## src/rtl/cand_sweep_pkg.sv

```systemverilog
// Shared constants for the candidate sweep generator: FSM state encodings,
// default widths and Galois LFSR tap masks.
package cand_sweep_pkg;

    localparam int W_DEF          = 21;
    localparam int FIFO_DEPTH_DEF = 8;
    localparam int CNT_W_DEF      = 32;

    typedef logic [1:0] state_t;

    localparam state_t ST_IDLE  = 2'd0;
    localparam state_t ST_RUN   = 2'd1;
    localparam state_t ST_DRAIN = 2'd2;
    localparam state_t ST_DONE  = 2'd3;

    // Right-shifting Galois masks; widths not listed fall back to a single tap,
    // which is not maximal length.
    function automatic logic [63:0] lfsr_taps(input int w);
        case (w)
            8:       lfsr_taps = 64'h0000_00B8;
            16:      lfsr_taps = 64'h0000_B400;
            20:      lfsr_taps = 64'h0009_0000;
            21:      lfsr_taps = 64'h0014_0000;
            24:      lfsr_taps = 64'h00E1_0000;
            31:      lfsr_taps = 64'h4800_0000;
            32:      lfsr_taps = 64'h8020_0003;
            default: lfsr_taps = 64'd1 << (w - 1);
        endcase
    endfunction

endpackage

```

## src/rtl/cand_sweep_if.sv

```systemverilog
// Control, checker and hit-stream signals of the candidate sweep generator.
// The slave modport is the generator side; the master modport is its environment.
interface cand_sweep_if
    import cand_sweep_pkg::*;
#(
    parameter int W     = W_DEF,
    parameter int CNT_W = CNT_W_DEF
);
    logic             start;
    logic             mode_lfsr;
    logic [W-1:0]     seed;
    logic [CNT_W-1:0] max_evals;
    logic [CNT_W-1:0] max_hits;
    logic             abort;
    logic [W-1:0]     cand;
    logic             sat;
    logic [W-1:0]     hit_data;
    logic             hit_valid;
    logic             hit_ready;
    logic             busy;
    logic             done;
    logic [CNT_W-1:0] eval_cnt;
    logic [CNT_W-1:0] hit_cnt;

    modport slave (
        input  start, mode_lfsr, seed, max_evals, max_hits, abort, sat, hit_ready,
        output cand, hit_data, hit_valid, busy, done, eval_cnt, hit_cnt
    );

    modport master (
        output start, mode_lfsr, seed, max_evals, max_hits, abort, sat, hit_ready,
        input  cand, hit_data, hit_valid, busy, done, eval_cnt, hit_cnt
    );
endinterface

```

## src/rtl/cand_hit_fifo.sv

```systemverilog
// Synchronous FIFO buffering satisfying candidates; DEPTH must be a power of two.
// clr empties the buffer in one cycle and takes priority over push/pop.
module cand_hit_fifo #(
    parameter int WIDTH = 21,
    parameter int DEPTH = 8
) (
    input  logic             clk,
    input  logic             rst,
    input  logic             clr,
    input  logic             push,
    input  logic [WIDTH-1:0] push_data,
    input  logic             pop,
    output logic [WIDTH-1:0] rd_data,
    output logic             full,
    output logic             empty
);
    localparam int AW = $clog2(DEPTH);

    logic [WIDTH-1:0] mem_q [DEPTH];
    logic [AW-1:0]    wr_ptr_q, wr_ptr_d;
    logic [AW-1:0]    rd_ptr_q, rd_ptr_d;
    logic [AW:0]      count_q, count_d;
    logic             do_push, do_pop;

    assign full    = (count_q == (AW+1)'(DEPTH));
    assign empty   = (count_q == '0);
    assign do_push = push && !full && !clr;
    assign do_pop  = pop && !empty && !clr;
    assign rd_data = mem_q[rd_ptr_q];

    always_comb begin
        wr_ptr_d = wr_ptr_q;
        rd_ptr_d = rd_ptr_q;
        count_d  = count_q;
        if (clr) begin
            wr_ptr_d = '0;
            rd_ptr_d = '0;
            count_d  = '0;
        end else begin
            if (do_push) wr_ptr_d = wr_ptr_q + AW'(1);
            if (do_pop)  rd_ptr_d = rd_ptr_q + AW'(1);
            count_d = count_q + (AW+1)'(do_push) - (AW+1)'(do_pop);
        end
    end

    always_ff @(posedge clk) begin
        if (rst) begin
            wr_ptr_q <= '0;
            rd_ptr_q <= '0;
            count_q  <= '0;
        end else begin
            wr_ptr_q <= wr_ptr_d;
            rd_ptr_q <= rd_ptr_d;
            count_q  <= count_d;
        end
    end

    always_ff @(posedge clk) begin
        if (do_push) mem_q[wr_ptr_q] <= push_data;
    end
endmodule

```

## src/rtl/cand_sweep_gen.sv

```systemverilog
// Candidate sweep generator: drives a linear or LFSR operand sweep into a
// combinational checker and streams satisfying candidates out over valid/ready.
//   state    | meaning
//   ST_IDLE  | waiting for start after reset
//   ST_RUN   | one candidate evaluated per cycle unless the hit FIFO is full
//   ST_DRAIN | sweep stopped, waiting for the hit FIFO to empty
//   ST_DONE  | run finished, counters held, start accepted again
module cand_sweep_gen
    import cand_sweep_pkg::*;
#(
    parameter int W          = W_DEF,
    parameter int FIFO_DEPTH = FIFO_DEPTH_DEF,
    parameter int CNT_W      = CNT_W_DEF
) (
    input  logic clk,
    input  logic rst,
    cand_sweep_if.slave bus
);
    // Budget down-counter must be able to hold 2^W for the full-space sweep.
    localparam int                LEFT_W     = (CNT_W > W) ? CNT_W : W + 1;
    localparam logic [LEFT_W-1:0] FULL_SPACE = LEFT_W'(1) << W;
    localparam logic [63:0]       TAPS_ALL   = lfsr_taps(W);
    localparam logic [W-1:0]      TAPS       = TAPS_ALL[W-1:0];

    state_t             state_q, state_d;
    logic [W-1:0]       cand_q, cand_d, cand_next;
    logic [CNT_W-1:0]   eval_cnt_q, eval_cnt_d;
    logic [CNT_W-1:0]   hit_cnt_q, hit_cnt_d;
    logic [CNT_W-1:0]   max_hits_q, max_hits_d;
    logic [LEFT_W-1:0]  evals_left_q, evals_left_d;
    logic               mode_q, mode_d;
    logic               done_q, done_d;
    logic               fifo_clr, fifo_push, fifo_pop, fifo_full, fifo_empty;

    always_comb begin
        if (mode_q) cand_next = {1'b0, cand_q[W-1:1]} ^ (cand_q[0] ? TAPS : '0);
        else        cand_next = cand_q + W'(1);
    end

    always_comb begin
        state_d      = state_q;
        cand_d       = cand_q;
        eval_cnt_d   = eval_cnt_q;
        hit_cnt_d    = hit_cnt_q;
        max_hits_d   = max_hits_q;
        evals_left_d = evals_left_q;
        mode_d       = mode_q;
        done_d       = 1'b0;
        fifo_clr     = 1'b0;
        fifo_push    = 1'b0;
        case (state_q)
            ST_IDLE, ST_DONE: begin
                if (bus.start) begin
                    state_d      = ST_RUN;
                    mode_d       = bus.mode_lfsr;
                    cand_d       = (bus.mode_lfsr && bus.seed == '0) ? W'(1) : bus.seed;
                    eval_cnt_d   = '0;
                    hit_cnt_d    = '0;
                    max_hits_d   = bus.max_hits;
                    evals_left_d = (bus.max_evals == '0) ? FULL_SPACE : LEFT_W'(bus.max_evals);
                    fifo_clr     = 1'b1;
                end
            end
            ST_RUN: begin
                // Full FIFO freezes the sweep so no result is sampled without a slot for it.
                if (!fifo_full) begin
                    eval_cnt_d   = (&eval_cnt_q) ? eval_cnt_q : eval_cnt_q + CNT_W'(1);
                    evals_left_d = evals_left_q - LEFT_W'(1);
                    cand_d       = cand_next;
                    if (bus.sat) begin
                        fifo_push = 1'b1;
                        hit_cnt_d = (&hit_cnt_q) ? hit_cnt_q : hit_cnt_q + CNT_W'(1);
                    end
                end
                if (bus.abort ||
                    (!fifo_full && (evals_left_q == LEFT_W'(1) ||
                     (bus.sat && max_hits_q != '0 && hit_cnt_d == max_hits_q))))
                    state_d = ST_DRAIN;
            end
            ST_DRAIN: begin
                if (fifo_empty) begin
                    state_d = ST_DONE;
                    done_d  = 1'b1;
                end
            end
            default: state_d = ST_IDLE;
        endcase
    end

    always_ff @(posedge clk) begin
        if (rst) begin
            state_q      <= ST_IDLE;
            cand_q       <= '0;
            eval_cnt_q   <= '0;
            hit_cnt_q    <= '0;
            max_hits_q   <= '0;
            evals_left_q <= '0;
            mode_q       <= 1'b0;
            done_q       <= 1'b0;
        end else begin
            state_q      <= state_d;
            cand_q       <= cand_d;
            eval_cnt_q   <= eval_cnt_d;
            hit_cnt_q    <= hit_cnt_d;
            max_hits_q   <= max_hits_d;
            evals_left_q <= evals_left_d;
            mode_q       <= mode_d;
            done_q       <= done_d;
        end
    end

    assign fifo_pop = !fifo_empty && bus.hit_ready;

    cand_hit_fifo #(
        .WIDTH (W),
        .DEPTH (FIFO_DEPTH)
    ) u_fifo (
        .clk       (clk),
        .rst       (rst),
        .clr       (fifo_clr),
        .push      (fifo_push),
        .push_data (cand_q),
        .pop       (fifo_pop),
        .rd_data   (bus.hit_data),
        .full      (fifo_full),
        .empty     (fifo_empty)
    );

    assign bus.cand      = cand_q;
    assign bus.hit_valid = !fifo_empty;
    assign bus.busy      = (state_q == ST_RUN) || (state_q == ST_DRAIN);
    assign bus.done      = done_q;
    assign bus.eval_cnt  = eval_cnt_q;
    assign bus.hit_cnt   = hit_cnt_q;
endmodule

```

## src/flat_wrapper.sv

```systemverilog
// flat-port wrapper written by rule: the top's interface ports become plain ports
module cand_sweep_gen_flat import cand_sweep_pkg::*;
#(
    parameter int W          = W_DEF,
    parameter int FIFO_DEPTH = FIFO_DEPTH_DEF,
    parameter int CNT_W      = CNT_W_DEF
)
  (clk, rst, bus_start, bus_mode_lfsr, bus_seed, bus_max_evals, bus_max_hits, bus_abort, bus_sat, bus_hit_ready, bus_cand, bus_hit_data, bus_hit_valid, bus_busy, bus_done, bus_eval_cnt, bus_hit_cnt);
  cand_sweep_if #(.W(W), .CNT_W(CNT_W)) bus_i ();
  input  logic clk;
  input  logic rst;
  input wire logic [$bits(bus_i.start)-1:0] bus_start;
  input wire logic [$bits(bus_i.mode_lfsr)-1:0] bus_mode_lfsr;
  input wire logic [$bits(bus_i.seed)-1:0] bus_seed;
  input wire logic [$bits(bus_i.max_evals)-1:0] bus_max_evals;
  input wire logic [$bits(bus_i.max_hits)-1:0] bus_max_hits;
  input wire logic [$bits(bus_i.abort)-1:0] bus_abort;
  input wire logic [$bits(bus_i.sat)-1:0] bus_sat;
  input wire logic [$bits(bus_i.hit_ready)-1:0] bus_hit_ready;
  output wire logic [$bits(bus_i.cand)-1:0] bus_cand;
  output wire logic [$bits(bus_i.hit_data)-1:0] bus_hit_data;
  output wire logic [$bits(bus_i.hit_valid)-1:0] bus_hit_valid;
  output wire logic [$bits(bus_i.busy)-1:0] bus_busy;
  output wire logic [$bits(bus_i.done)-1:0] bus_done;
  output wire logic [$bits(bus_i.eval_cnt)-1:0] bus_eval_cnt;
  output wire logic [$bits(bus_i.hit_cnt)-1:0] bus_hit_cnt;
  assign bus_i.start = bus_start;
  assign bus_i.mode_lfsr = bus_mode_lfsr;
  assign bus_i.seed = bus_seed;
  assign bus_i.max_evals = bus_max_evals;
  assign bus_i.max_hits = bus_max_hits;
  assign bus_i.abort = bus_abort;
  assign bus_i.sat = bus_sat;
  assign bus_i.hit_ready = bus_hit_ready;
  assign bus_cand = bus_i.cand;
  assign bus_hit_data = bus_i.hit_data;
  assign bus_hit_valid = bus_i.hit_valid;
  assign bus_busy = bus_i.busy;
  assign bus_done = bus_i.done;
  assign bus_eval_cnt = bus_i.eval_cnt;
  assign bus_hit_cnt = bus_i.hit_cnt;
  cand_sweep_gen #(.W(W), .FIFO_DEPTH(FIFO_DEPTH), .CNT_W(CNT_W)) u_core (.clk(clk), .rst(rst), .bus(bus_i));
endmodule
```

## config.mk

```make
export PLATFORM = sky130hd
export DESIGN_NAME = cand_sweep_gen_flat
export DESIGN_NICKNAME = d
export VERILOG_FILES = /design/src/rtl/cand_sweep_pkg.sv /design/src/rtl/cand_sweep_if.sv /design/src/rtl/cand_hit_fifo.sv /design/src/rtl/cand_sweep_gen.sv /design/src/flat_wrapper.sv
export SDC_FILE = /design/constraint.sdc
export NUM_CORES = 1
export LEC_CHECK = 0
export CORE_MARGIN = 4
export CORE_UTILIZATION = 56
export DETAILED_ROUTE_END_ITERATION = 8
export PLACE_DENSITY_LB_ADDON = 0.1
export RECOVER_POWER = 100
export SLEW_MARGIN = 20
export SYNTH_ARGS = -nofsm -noshare
export SYNTH_HDL_FRONTEND = slang
export SYNTH_HIERARCHICAL = 1
export SYNTH_SLANG_ARGS = --single-unit
```

## constraint.sdc

```tcl
create_clock -name clk -period 4.5 [get_ports clk]
set_input_delay 0.45 -clock clk [delete_from_list [all_inputs] [get_ports clk]]
set_output_delay 0.45 -clock clk [all_outputs]
set_load 0.005 [all_outputs]
```

==> impl_metrics.env, run 1 <==
export IMPL_status="finished, violations left"
export IMPL_violations="max-capacitance violations, max-slew violations"
export IMPL_timing_setup_tns_ps=0
export IMPL_floorplan_die_area_sq_um=32500
export IMPL_drt_pass1_iter_count=5
export IMPL_antenna_found_initial=1
export IMPL_min_period_ps=4040
export IMPL_clockBufferDepth=3
export IMPL_port_buffer_count=200
export IMPL_grt_pass1_vias=13100
export IMPL_regArea_sq_um=8370
export IMPL_cts_resized=0
export IMPL_drc_errors=0
export IMPL_cts_hold_buf=0
export IMPL_ys_warn_count=6
export IMPL_drv_slew=23
export IMPL_power_density_nw_per_um2=531
export IMPL_num_io_pins=201
export IMPL_num_nets_final=1875
export IMPL_critical_path_peak_fanout=22
export IMPL_clock_tree_root_cell="sky130_fd_sc_hd__clkbuf_16"
export IMPL_synth_area_per_cell_sq_um=10.4
export IMPL_synthFlopType="sky130_fd_sc_hd__edfxtp_1"
export IMPL_clock_skew_ps=22.4
export IMPL_data_arrival_at_the_endpoint_of_the_critical_path_ps=3590
export IMPL_worst_setup_path_start_kind="register"
export IMPL_cts_clk_slew_worst_paths_ps=60
export IMPL_reg2reg_depth=10
export IMPL_timing_max_cap_violations=1
export IMPL_synth_enable_flop_cells=168
export IMPL_area_of_all_placed_cells_without_fillers_sq_um=20000
export IMPL_max_freq_mhz=247
export IMPL_detail_route_wirelength_um=46400
export IMPL_peakVddDrop_v=0.000350
export IMPL_synth_common_cells="sky130_fd_sc_hd__nand2_1, sky130_fd_sc_hd__edfxtp_1, sky130_fd_sc_hd__dfxtp_1"
export IMPL_timing_hold_worst_endpoint="u_core/max_hits_q[29]"
export IMPL_rsz0062_at_grt="false"
export IMPL_num_antenna_cells=0
export IMPL_worstReg2RegStart="u_core/u_fifo/count_q[2]"
export IMPL_slew_limit_headroom=-0.0974
export IMPL_synth_yosys_seq_area_share=0.504
export IMPL_floorplan_core_area_sq_um=29000
export IMPL_initial_core_util=0.572
export IMPL_via_per_inst=6.20
export IMPL_gp_congestion=0.919
export IMPL_post_synth_main_area_contributors="sky130_fd_sc_hd__edfxtp_1, sky130_fd_sc_hd__dfxtp_1, sky130_fd_sc_hd__mux4_1, sky130_fd_sc_hd__nand2_1, sky130_fd_sc_hd__a21oi_1"
export IMPL_multiInputGateArea_sq_um=7640
export IMPL_mappedNetlistNets=1698
export IMPL_crit_reg2reg_capture="u_core/u_fifo/mem_q[2][9]"
export IMPL_horizontal_extent_of_the_die_um=180
export IMPL_synth_top_area_share=0.304
export IMPL_timing_worst_setup_path_type="reg2out"
export IMPL_layout_drive_gt1_share=0.0702
export IMPL_p_leak_uw=0.00691
export IMPL_drt_wirelength_per_cell_um=21.3
export IMPL_grt_overflow_total=0
export IMPL_final_setup_fails=0
export IMPL_timing_hold_worst_path_depth=3
export IMPL_worst_r2r_setup_slack_ps=530
export IMPL_first_pass_grt_wire_length_um=73000
export IMPL_area_growth_pct=20.8
export IMPL_synth_async_reset_ratio=0
export IMPL_synth_most_common_cell="sky130_fd_sc_hd__nand2_1"
export IMPL_initialDrtViolationCount=1224
export IMPL_tritoncts="built"
export IMPL_grt_util_all_layers=0.276
export IMPL_post_route_period_util=0.898
export IMPL_row_cnt=62
export IMPL_cts_buffers=37
export IMPL_grt_start_max_net_pins=90
export IMPL_post_dp_cell_area_sq_um=19000
export IMPL_die_h_um=180
export IMPL_postCtsSetupBuffers=0
export IMPL_tritoncts_num_sinks=334
export IMPL_netlist_instances=1590
export IMPL_tightestPinTransition_ps=1650
export IMPL_cp_end_kind="primary output"
export IMPL_hold_path_class="in2reg"
export IMPL_antenna_violating_nets_post_route=0
export IMPL_cts_htree_levels=2
export IMPL_postSynthRegisterBits=334
export IMPL_synth_largest_area_cell="sky130_fd_sc_hd__edfxtp_1"
export IMPL_place_hpwl_um=30300
export IMPL_finalHoldViolCount=0
export IMPL_crit_required_ps=4050
export IMPL_clk_insertion_delay_late_ps=530
export IMPL_synthesis_area_sq_um=16600
export IMPL_filler_cell_count=2266
export IMPL_synthDistinctLibCells=79
export IMPL_via_count=13500
export IMPL_hp_start="bus_max_hits[29]"
[layer usage]
metal / wire length [um] / share of wire / vias to the layer above / GRT usage
met2: 21700 / 0.47 / 599 / 0.445
li1: - / - / 6317 / -
met1: 19700 / 0.42 / 6464 / 0.379
met4: 1430 / 0.031 / 2 / 0.0859
met5: 13 / 0.00028 / - / 0
met3: 3570 / 0.077 / 112 / 0.0557
[per-stage QoR]
step           hold slack [ps]  setup slack (ps)   util  power, uW  instances
2_1_floorplan              458               572      -       6440       1590
6_report                   464               459  0.691      10600       2178
3_5_place_dp               479               802  0.654       7730       2112
4_1_cts                    444               764  0.696      10700       2178
5_1_grt                    462               238  0.691      11200       2178
3_3_place_gp               471               900  0.654       7630       2112
[worst max-delay path, stage by stage (launching register included)]
cell	delay (ps)
sky130_fd_sc_hd__dfxtp_2	320
sky130_fd_sc_hd__clkbuf_1	1180
sky130_fd_sc_hd__mux4_1	690
sky130_fd_sc_hd__mux2_2	300
sky130_fd_sc_hd__dlygate4sd3_1	590
[cell families (layout without fill, tap and decap cells)]
| family | count (synthesis) | after routing | synth area share |
|---|---|---|---|
| fa+ha+maj | 16 | 16 | 0.0125 |
| simple gates | 596 | 596 | 0.182 |
| buf+inv | 137 | 341 | 0.0353 |
| compound gates | 332 | 332 | 0.125 |
| xor+xnor | 88 | 88 | 0.0464 |
| flops | 334 | 334 | 0.504 |
| mux | 87 | 87 | 0.0949 |
[cell usage in the layout (no fill, tap or decap), types with 7 or more instances in the layout]
master and count:
sky130_fd_sc_hd__dfxtp_1 164, sky130_fd_sc_hd__nor4_1 35, sky130_fd_sc_hd__ha_1 15, sky130_fd_sc_hd__a211oi_1 37, sky130_fd_sc_hd__o22ai_1 11, sky130_fd_sc_hd__mux2i_1 22
sky130_fd_sc_hd__xor2_1 37, sky130_fd_sc_hd__mux2_2 23, sky130_fd_sc_hd__nand4_1 27, sky130_fd_sc_hd__mux4_1 40, sky130_fd_sc_hd__a22oi_1 12, sky130_fd_sc_hd__or4_1 13
sky130_fd_sc_hd__o211ai_1 7, sky130_fd_sc_hd__inv_1 33, sky130_fd_sc_hd__a21oi_1 112, sky130_fd_sc_hd__and2_1 11, sky130_fd_sc_hd__o31ai_1 14, sky130_fd_sc_hd__clkbuf_16 38
sky130_fd_sc_hd__nor3_1 43, sky130_fd_sc_hd__a31oi_1 20, sky130_fd_sc_hd__clkdlybuf4s50_1 94, sky130_fd_sc_hd__clkinv_2 7, sky130_fd_sc_hd__edfxtp_1 168, sky130_fd_sc_hd__dlygate4sd3_1 105
sky130_fd_sc_hd__xnor2_1 51, sky130_fd_sc_hd__and3_1 12, sky130_fd_sc_hd__nand2_1 187, sky130_fd_sc_hd__o21ai_0 71, sky130_fd_sc_hd__a311oi_1 12, sky130_fd_sc_hd__and4_1 12
sky130_fd_sc_hd__clkbuf_1 27, sky130_fd_sc_hd__nor2_1 141, sky130_fd_sc_hd__or3_1 16, sky130_fd_sc_hd__nand2b_1 14, sky130_fd_sc_hd__buf_4 19, sky130_fd_sc_hd__nand3_1 42
[sequential cells by signal (all words and copies together), names as in the netlist, named ones only]
signal,cells
u_core/u_fifo/mem_q,168
u_core/bus.eval_cnt,32
u_core/bus.hit_cnt,32
u_core/evals_left_q,32
u_core/max_hits_q,32
u_core/bus.cand,21
u_core/u_fifo/count_q,4
u_core/u_fifo/rd_ptr_q,3
u_core/u_fifo/wr_ptr_q,3
u_core/state_q,2
u_core/bus.done,1
u_core/mode_q,1
[layout make-up]
| type | count | share of cell area |
|---|---|---|
| clock buffer | 47 | 0.0501 |
| clock inverter | 19 | 0.00986 |
| timing repair buffer | 241 | 0.111 |
| inverter | 34 | 0.00637 |
| tap | 384 | 0.0240 |
| sequential | 334 | 0.418 |
| multi-input combinational | 1119 | 0.381 |
[worst max path at each step]
stage | endpoint | cells after the start | startpoint
after floorplan | u_core/u_fifo/mem_q[0][0] | 10 | u_core/u_fifo/count_q[2]
after global placement | u_core/state_q[0] | 13 | u_core/u_fifo/count_q[2]
after detailed placement | u_core/state_q[0] | 13 | u_core/u_fifo/count_q[2]
after CTS | u_core/state_q[0] | 13 | u_core/u_fifo/count_q[2]
after global routing | u_core/state_q[0] | 11 | u_core/bus.hit_cnt[0]
final | bus_hit_data[0] | 4 | register
[report_power, final]
part | switching, uW | internal, uW
registers | 547 | 3760
logic | 2060 | 1270
clock network | 1240 | 1770
(Power assumes the default switching activity.)
==> run 2: changes to the inputs <==
--- a/config.mk
+++ b/config.mk
@@ -5,11 +5,11 @@
 export SDC_FILE = /design/constraint.sdc
 export NUM_CORES = 1
 export LEC_CHECK = 0
+export CAP_MARGIN = 30
 export CORE_MARGIN = 4
 export CORE_UTILIZATION = 56
 export DETAILED_ROUTE_END_ITERATION = 8
 export PLACE_DENSITY_LB_ADDON = 0.1
-export RECOVER_POWER = 100
 export SLEW_MARGIN = 20
 export SYNTH_ARGS = -nofsm -noshare
 export SYNTH_HDL_FRONTEND = slang
==> impl_metrics.env, run 2 (same netlist as run 1, synthesis figures left out) <==
export IMPL_grt_overflow_total=0
export IMPL_detail_route_wirelength_um=46400
export IMPL_worst_setup_path_start_kind="register"
export IMPL_worstReg2RegStart="u_core/u_fifo/count_q[2]"
export IMPL_data_arrival_at_the_endpoint_of_the_critical_path_ps=4190
export IMPL_slew_limit_headroom=0.421
export IMPL_clockBufferDepth=3
export IMPL_dp_slack_ps=802
export IMPL_via_count=13500
export IMPL_longest_individual_stage_delay_on_the_worst_path_ps=690
export IMPL_hp_start="bus_max_hits[15]"
export IMPL_drt_pass1_iter_count=8
export IMPL_drt_wirelength_per_cell_um=21.3
export IMPL_worstSetupStartpoint="u_core/u_fifo/count_q[2]"
export IMPL_cts_clk_slew_worst_paths_ps=60
export IMPL_layout_drive_gt1_share=0.0903
export IMPL_timing_setup_tns_ps=0
export IMPL_p_leak_uw=0.00675
export IMPL_setup_ws_ps=711
export IMPL_rsz0062_at_grt="false"
export IMPL_top_register="u_core/u_fifo/mem_q"
export IMPL_tightestPinTransition_ps=869
export IMPL_first_pass_grt_wire_length_um=73000
export IMPL_critical_path_peak_fanout=12
export IMPL_grt_start_max_net_pins=90
export IMPL_cts_resized=0
export IMPL_filler_cell_count=2224
export IMPL_tritoncts_num_sinks=334
export IMPL_timing_max_cap_violations=0
export IMPL_crit_required_ps=4900
export IMPL_crit_reg2reg_capture="u_core/state_q[0]"
export IMPL_num_io_pins=201
export IMPL_finalHoldViolCount=0
export IMPL_die_h_um=180
export IMPL_place_hpwl_um=30300
export IMPL_crit_chain="inv_1 > ha_1 > or3b_1 > inv_1 > nand2b_1 > or4_4 > nor4_4 > nand4b_1 > a21oi_1 > o22ai_1 > nor4_4 > o21ai_0 > nor2b_1"
export IMPL_area_growth_pct=21.8
export IMPL_antenna_violating_nets_post_route=0
export IMPL_worst_path_max_delay_cell="sky130_fd_sc_hd__or4_4"
export IMPL_timing_hold_worst_endpoint="u_core/max_hits_q[15]"
export IMPL_cp_end_kind="register"
export IMPL_violations="design-rule violations"
export IMPL_layout_cells_most_common="sky130_fd_sc_hd__clkdlybuf4s50_1"
export IMPL_hold_path_class="in2reg"
export IMPL_min_period_ps=3790
export IMPL_final_setup_fails=0
export IMPL_postCtsSetupBuffers=0
export IMPL_status="finished, violations left"
export IMPL_clock_tree_root_cell="sky130_fd_sc_hd__clkbuf_16"
export IMPL_post_route_period_util=0.842
export IMPL_reg2reg_depth=13
export IMPL_floorplan_core_area_sq_um=29000
export IMPL_horizontal_extent_of_the_die_um=180
export IMPL_port_buffer_count=200
export IMPL_worst_r2r_setup_slack_ps=710
export IMPL_cts_htree_levels=2
export IMPL_num_antenna_cells=0
export IMPL_cts_hold_buf=0
export IMPL_via_per_inst=6.21
export IMPL_drv_slew=0
export IMPL_gp_congestion=0.919
export IMPL_total_power_uw=10800
export IMPL_peakVddDrop_v=0.000334
export IMPL_timing_hold_worst_path_depth=3
export IMPL_largest_reg_flops=168
export IMPL_grt_util_all_layers=0.276
export IMPL_initial_core_util=0.572
export IMPL_initialDrtViolationCount=1285
export IMPL_floorplan_die_area_sq_um=32500
export IMPL_antenna_found_initial=1
export IMPL_row_cnt=62
export IMPL_max_freq_mhz=264
export IMPL_grt_pass1_vias=13100
export IMPL_drc_errors=1
export IMPL_power_density_nw_per_um2=532
export IMPL_num_nets_final=1876
export IMPL_timing_worst_setup_path_type="reg2reg"
export IMPL_cts_buffers=37
export IMPL_tritoncts="built"
export IMPL_mostFrequentLayoutCells="sky130_fd_sc_hd__clkdlybuf4s50_1, sky130_fd_sc_hd__nand2_1, sky130_fd_sc_hd__edfxtp_1"
export IMPL_clk_insertion_delay_late_ps=530
export IMPL_clock_skew_ps=22.5
## run 2: layout make-up
cell class,instances,area [sq um],share of cell area
clock inverter,19,198,0.00978
inverter,34,128,0.00631
tap,384,480,0.0238
sequential,334,8370,0.414
timing repair buffer,242,2330,0.115
clock buffer,47,1000,0.0497
multi-input combinational,1119,7700,0.381
## run 2: critical path: cells and delay by family (launching register included)
kind | cells | cell delay (ps)
compound gates | 3 | 430
fa+ha+maj | 1 | 200
buf+inv | 2 | 290
flops | 1 | 300
simple gates | 7 | 2400
## run 2: routing by layer
metal  part of all wire  wire length, um  vias to the layer above  GRT usage
met5            0.00028               13                        -          0
met3              0.082             3800                      122     0.0557
li1                   -                -                     6308          -
met1               0.42            19600                     6476      0.379
met4              0.031             1440                        2     0.0859
met2               0.47            21600                      622      0.445
## run 2: how the worst max path moves through the flow
stage | endpoint | slack [ps] | depth (start not counted)
after CTS | u_core/state_q[0] | 760 | 13
after floorplan | u_core/u_fifo/mem_q[0][0] | 570 | 10
after global placement | u_core/state_q[0] | 900 | 13
after detailed placement | u_core/state_q[0] | 800 | 13
after global routing | u_core/state_q[0] | 440 | 11
final | u_core/state_q[0] | 710 | 13
## run 2: power breakdown
group | leakage [uW] | switching, uW | internal (uW)
registers | 0.00290 | 551 | 3760
logic | 0.00326 | 2080 | 1370
clock network | 0.000594 | 1230 | 1770
total | 0.00675 | 3860 | 6900
## run 2: metrics by stage
stage               cells  hold WS (ps)  instance area [sq um]   util
global route         2179           462                  20200  0.697
finish               2179           463                  20200  0.697
global placement     2112           471                  19000  0.654
CTS                  2178           444                  20200  0.696
detailed placement   2112           479                  19000  0.654
floorplan            1590           458                  16600      -
==> run 3: changes to the inputs <==
==> constraint.sdc (replaced) <==
create_clock -name clk -period 3.8 [get_ports clk]
set_input_delay 0.38 -clock clk [delete_from_list [all_inputs] [get_ports clk]]
set_output_delay 0.38 -clock clk [all_outputs]
set_load 0.005 [all_outputs]
==> impl_metrics.env, run 3 (same netlist as run 1, synthesis figures left out) <==
export IMPL_status="finished, final reports clean"
export IMPL_grtUsageMet2=0.466
export IMPL_cts_htree_levels=2
export IMPL_horizontal_extent_of_the_die_um=180
export IMPL_hp_start="bus_max_hits[22]"
export IMPL_power_density_nw_per_um2=619
export IMPL_mostFrequentLayoutCells="sky130_fd_sc_hd__clkdlybuf4s50_1, sky130_fd_sc_hd__nand2_1, sky130_fd_sc_hd__edfxtp_1"
export IMPL_critical_path_peak_fanout=11
export IMPL_top_register="u_core/u_fifo/mem_q"
export IMPL_finalHoldViolCount=0
export IMPL_clock_tree_root_cell="sky130_fd_sc_hd__clkbuf_16"
export IMPL_hold_slack_ps=395
export IMPL_slew_limit_headroom=0.438
export IMPL_crit_required_ps=4200
export IMPL_worst_setup_path_start_kind="register"
export IMPL_peakVddDrop_v=0.000709
export IMPL_worst_path_max_delay_cell="sky130_fd_sc_hd__a2111oi_0"
export IMPL_initial_core_util=0.572
export IMPL_drv_slew=0
export IMPL_reg2reg_depth=15
export IMPL_longest_individual_stage_delay_on_the_worst_path_ps=500
export IMPL_tritoncts="built"
export IMPL_num_antenna_cells=0
export IMPL_instances_no_fill=2196
export IMPL_floorplan_die_area_sq_um=32500
export IMPL_via_per_inst=6.14
export IMPL_hold_path_class="in2reg"
export IMPL_timing_max_cap_violations=0
export IMPL_tightestPinTransition_ps=844
export IMPL_num_io_pins=201
export IMPL_timing_hold_worst_path_depth=3
export IMPL_antenna_found_initial=1
export IMPL_grt_overflow_total=0
export IMPL_cts_hold_buf=0
export IMPL_grt_start_max_net_pins=76
export IMPL_gp_congestion=0.901
export IMPL_first_pass_grt_wire_length_um=73600
export IMPL_crit_chain="inv_1 > ha_1 > or3b_1 > inv_1 > buf_4 > nor2b_1 > buf_4 > nand4_1 > a2111oi_0 > a211oi_1 > a211oi_1 > nand4b_1 > nor4_4 > o21ai_0 > nor2b_1"
export IMPL_groute_layer_met1_usage=0.379
export IMPL_critical_path_buf_inv_count=4
export IMPL_cts_clk_slew_worst_paths_ps=60
export IMPL_layout_cells_most_common="sky130_fd_sc_hd__clkdlybuf4s50_1"
export IMPL_min_period_ps=3400
export IMPL_initialDrtViolationCount=1058
export IMPL_timing_setup_tns_ps=0
export IMPL_drt_wirelength_per_cell_um=21.3
export IMPL_clock_skew_ps=20.6
export IMPL_gr_max_usage_layer="met2"
export IMPL_layout_drive_gt1_share=0.0955
export IMPL_grt_util_met3=0.0476
export IMPL_cell_total_after_placement=2126
export IMPL_clk_insertion_delay_late_ps=530
export IMPL_place_hpwl_um=31300
export IMPL_largest_reg_flops=168
export IMPL_p_leak_uw=0.00679
export IMPL_cpLargestDelayFamily="simple AND/OR/NAND/NOR gates"
export IMPL_floorplan_core_area_sq_um=29000
export IMPL_final_setup_fails=0
export IMPL_row_cnt=62
export IMPL_port_buffer_count=200
export IMPL_grt_pass1_vias=13100
export IMPL_die_h_um=180
export IMPL_data_arrival_at_the_endpoint_of_the_critical_path_ps=3810
export IMPL_post_route_period_util=0.895
export IMPL_detail_route_wirelength_um=46800
export IMPL_worstReg2RegStart="u_core/u_fifo/count_q[2]"
export IMPL_timing_hold_worst_endpoint="u_core/max_hits_q[22]"
export IMPL_tritoncts_num_sinks=334
export IMPL_rsz0062_at_grt="false"
export IMPL_grt_util_all_layers=0.278
export IMPL_worst_r2r_setup_slack_ps=400
export IMPL_cts_buffers=37
export IMPL_cp_end_kind="register"
export IMPL_antenna_violating_nets_post_route=0
export IMPL_drt_pass1_iter_count=7
export IMPL_drc_errors=0
export IMPL_area_growth_pct=22.2
export IMPL_max_freq_mhz=294
export IMPL_timing_worst_setup_path_type="reg2reg"
export IMPL_crit_reg2reg_capture="u_core/state_q[1]"
export IMPL_clockBufferDepth=3
export IMPL_num_nets_final=1892
export IMPL_via_count=13500
export IMPL_final_core_util=0.699
run 3: what timing repair did:
action	CTS	global route
setup endpoints to repair	0	2
setup buffers	0	3
resized for setup	0	1
run 3: layer usage:
layer  up-vias  part of all wire  wire, um
met5         -           0.00028        13
met4         2             0.024      1120
met3        75             0.069      3210
met2       567              0.48     22600
met1      6505              0.42     19800
li1       6343                 -         -
run 3: tightest hold or removal path, cell delays in order:
cell                              delay (ps)
sky130_fd_sc_hd__clkdlybuf4s50_1         390
sky130_fd_sc_hd__nand2_1                  60
sky130_fd_sc_hd__a21oi_1                  50
run 3: worst max-delay path by stage:
stage,start,endpoint,cells past startpoint
detailed placement,u_core/bus.hit_cnt[0],u_core/state_q[1],10
CTS,u_core/bus.hit_cnt[0],u_core/state_q[1],10
global placement,u_core/u_fifo/count_q[2],u_core/state_q[0],15
global route,u_core/bus.hit_cnt[0],u_core/state_q[1],11
floorplan,u_core/state_q[0],u_core/u_fifo/mem_q[1][0],7
finish,u_core/u_fifo/count_q[2],u_core/state_q[1],15
run 3: layout make-up:
class,instances,area (sq um)
Tap cell,384,480
Inverter,34,128
Multi-Input combinational cell,1119,7720
Clock buffer,51,1020
Fill cell,2204,8720
Clock inverter,16,106
Timing Repair Buffer,258,2470
Sequential cell,334,8370
run 3: power by group:
group	switching, uW	internal (uW)
logic	2570	1650
registers	575	4450
clock network	1430	1900
run 3: metrics by stage:
step / setup slack (ps) / instance area [sq um] / total power (uW)
detailed placement: 378 / 19100 / 9240
finish: 397 / 20300 / 12600
floorplan: 187 / 16600 / 7620
global route: 114 / 20300 / 13300
CTS: 354 / 20300 / 12600
global placement: 457 / 19100 / 9150
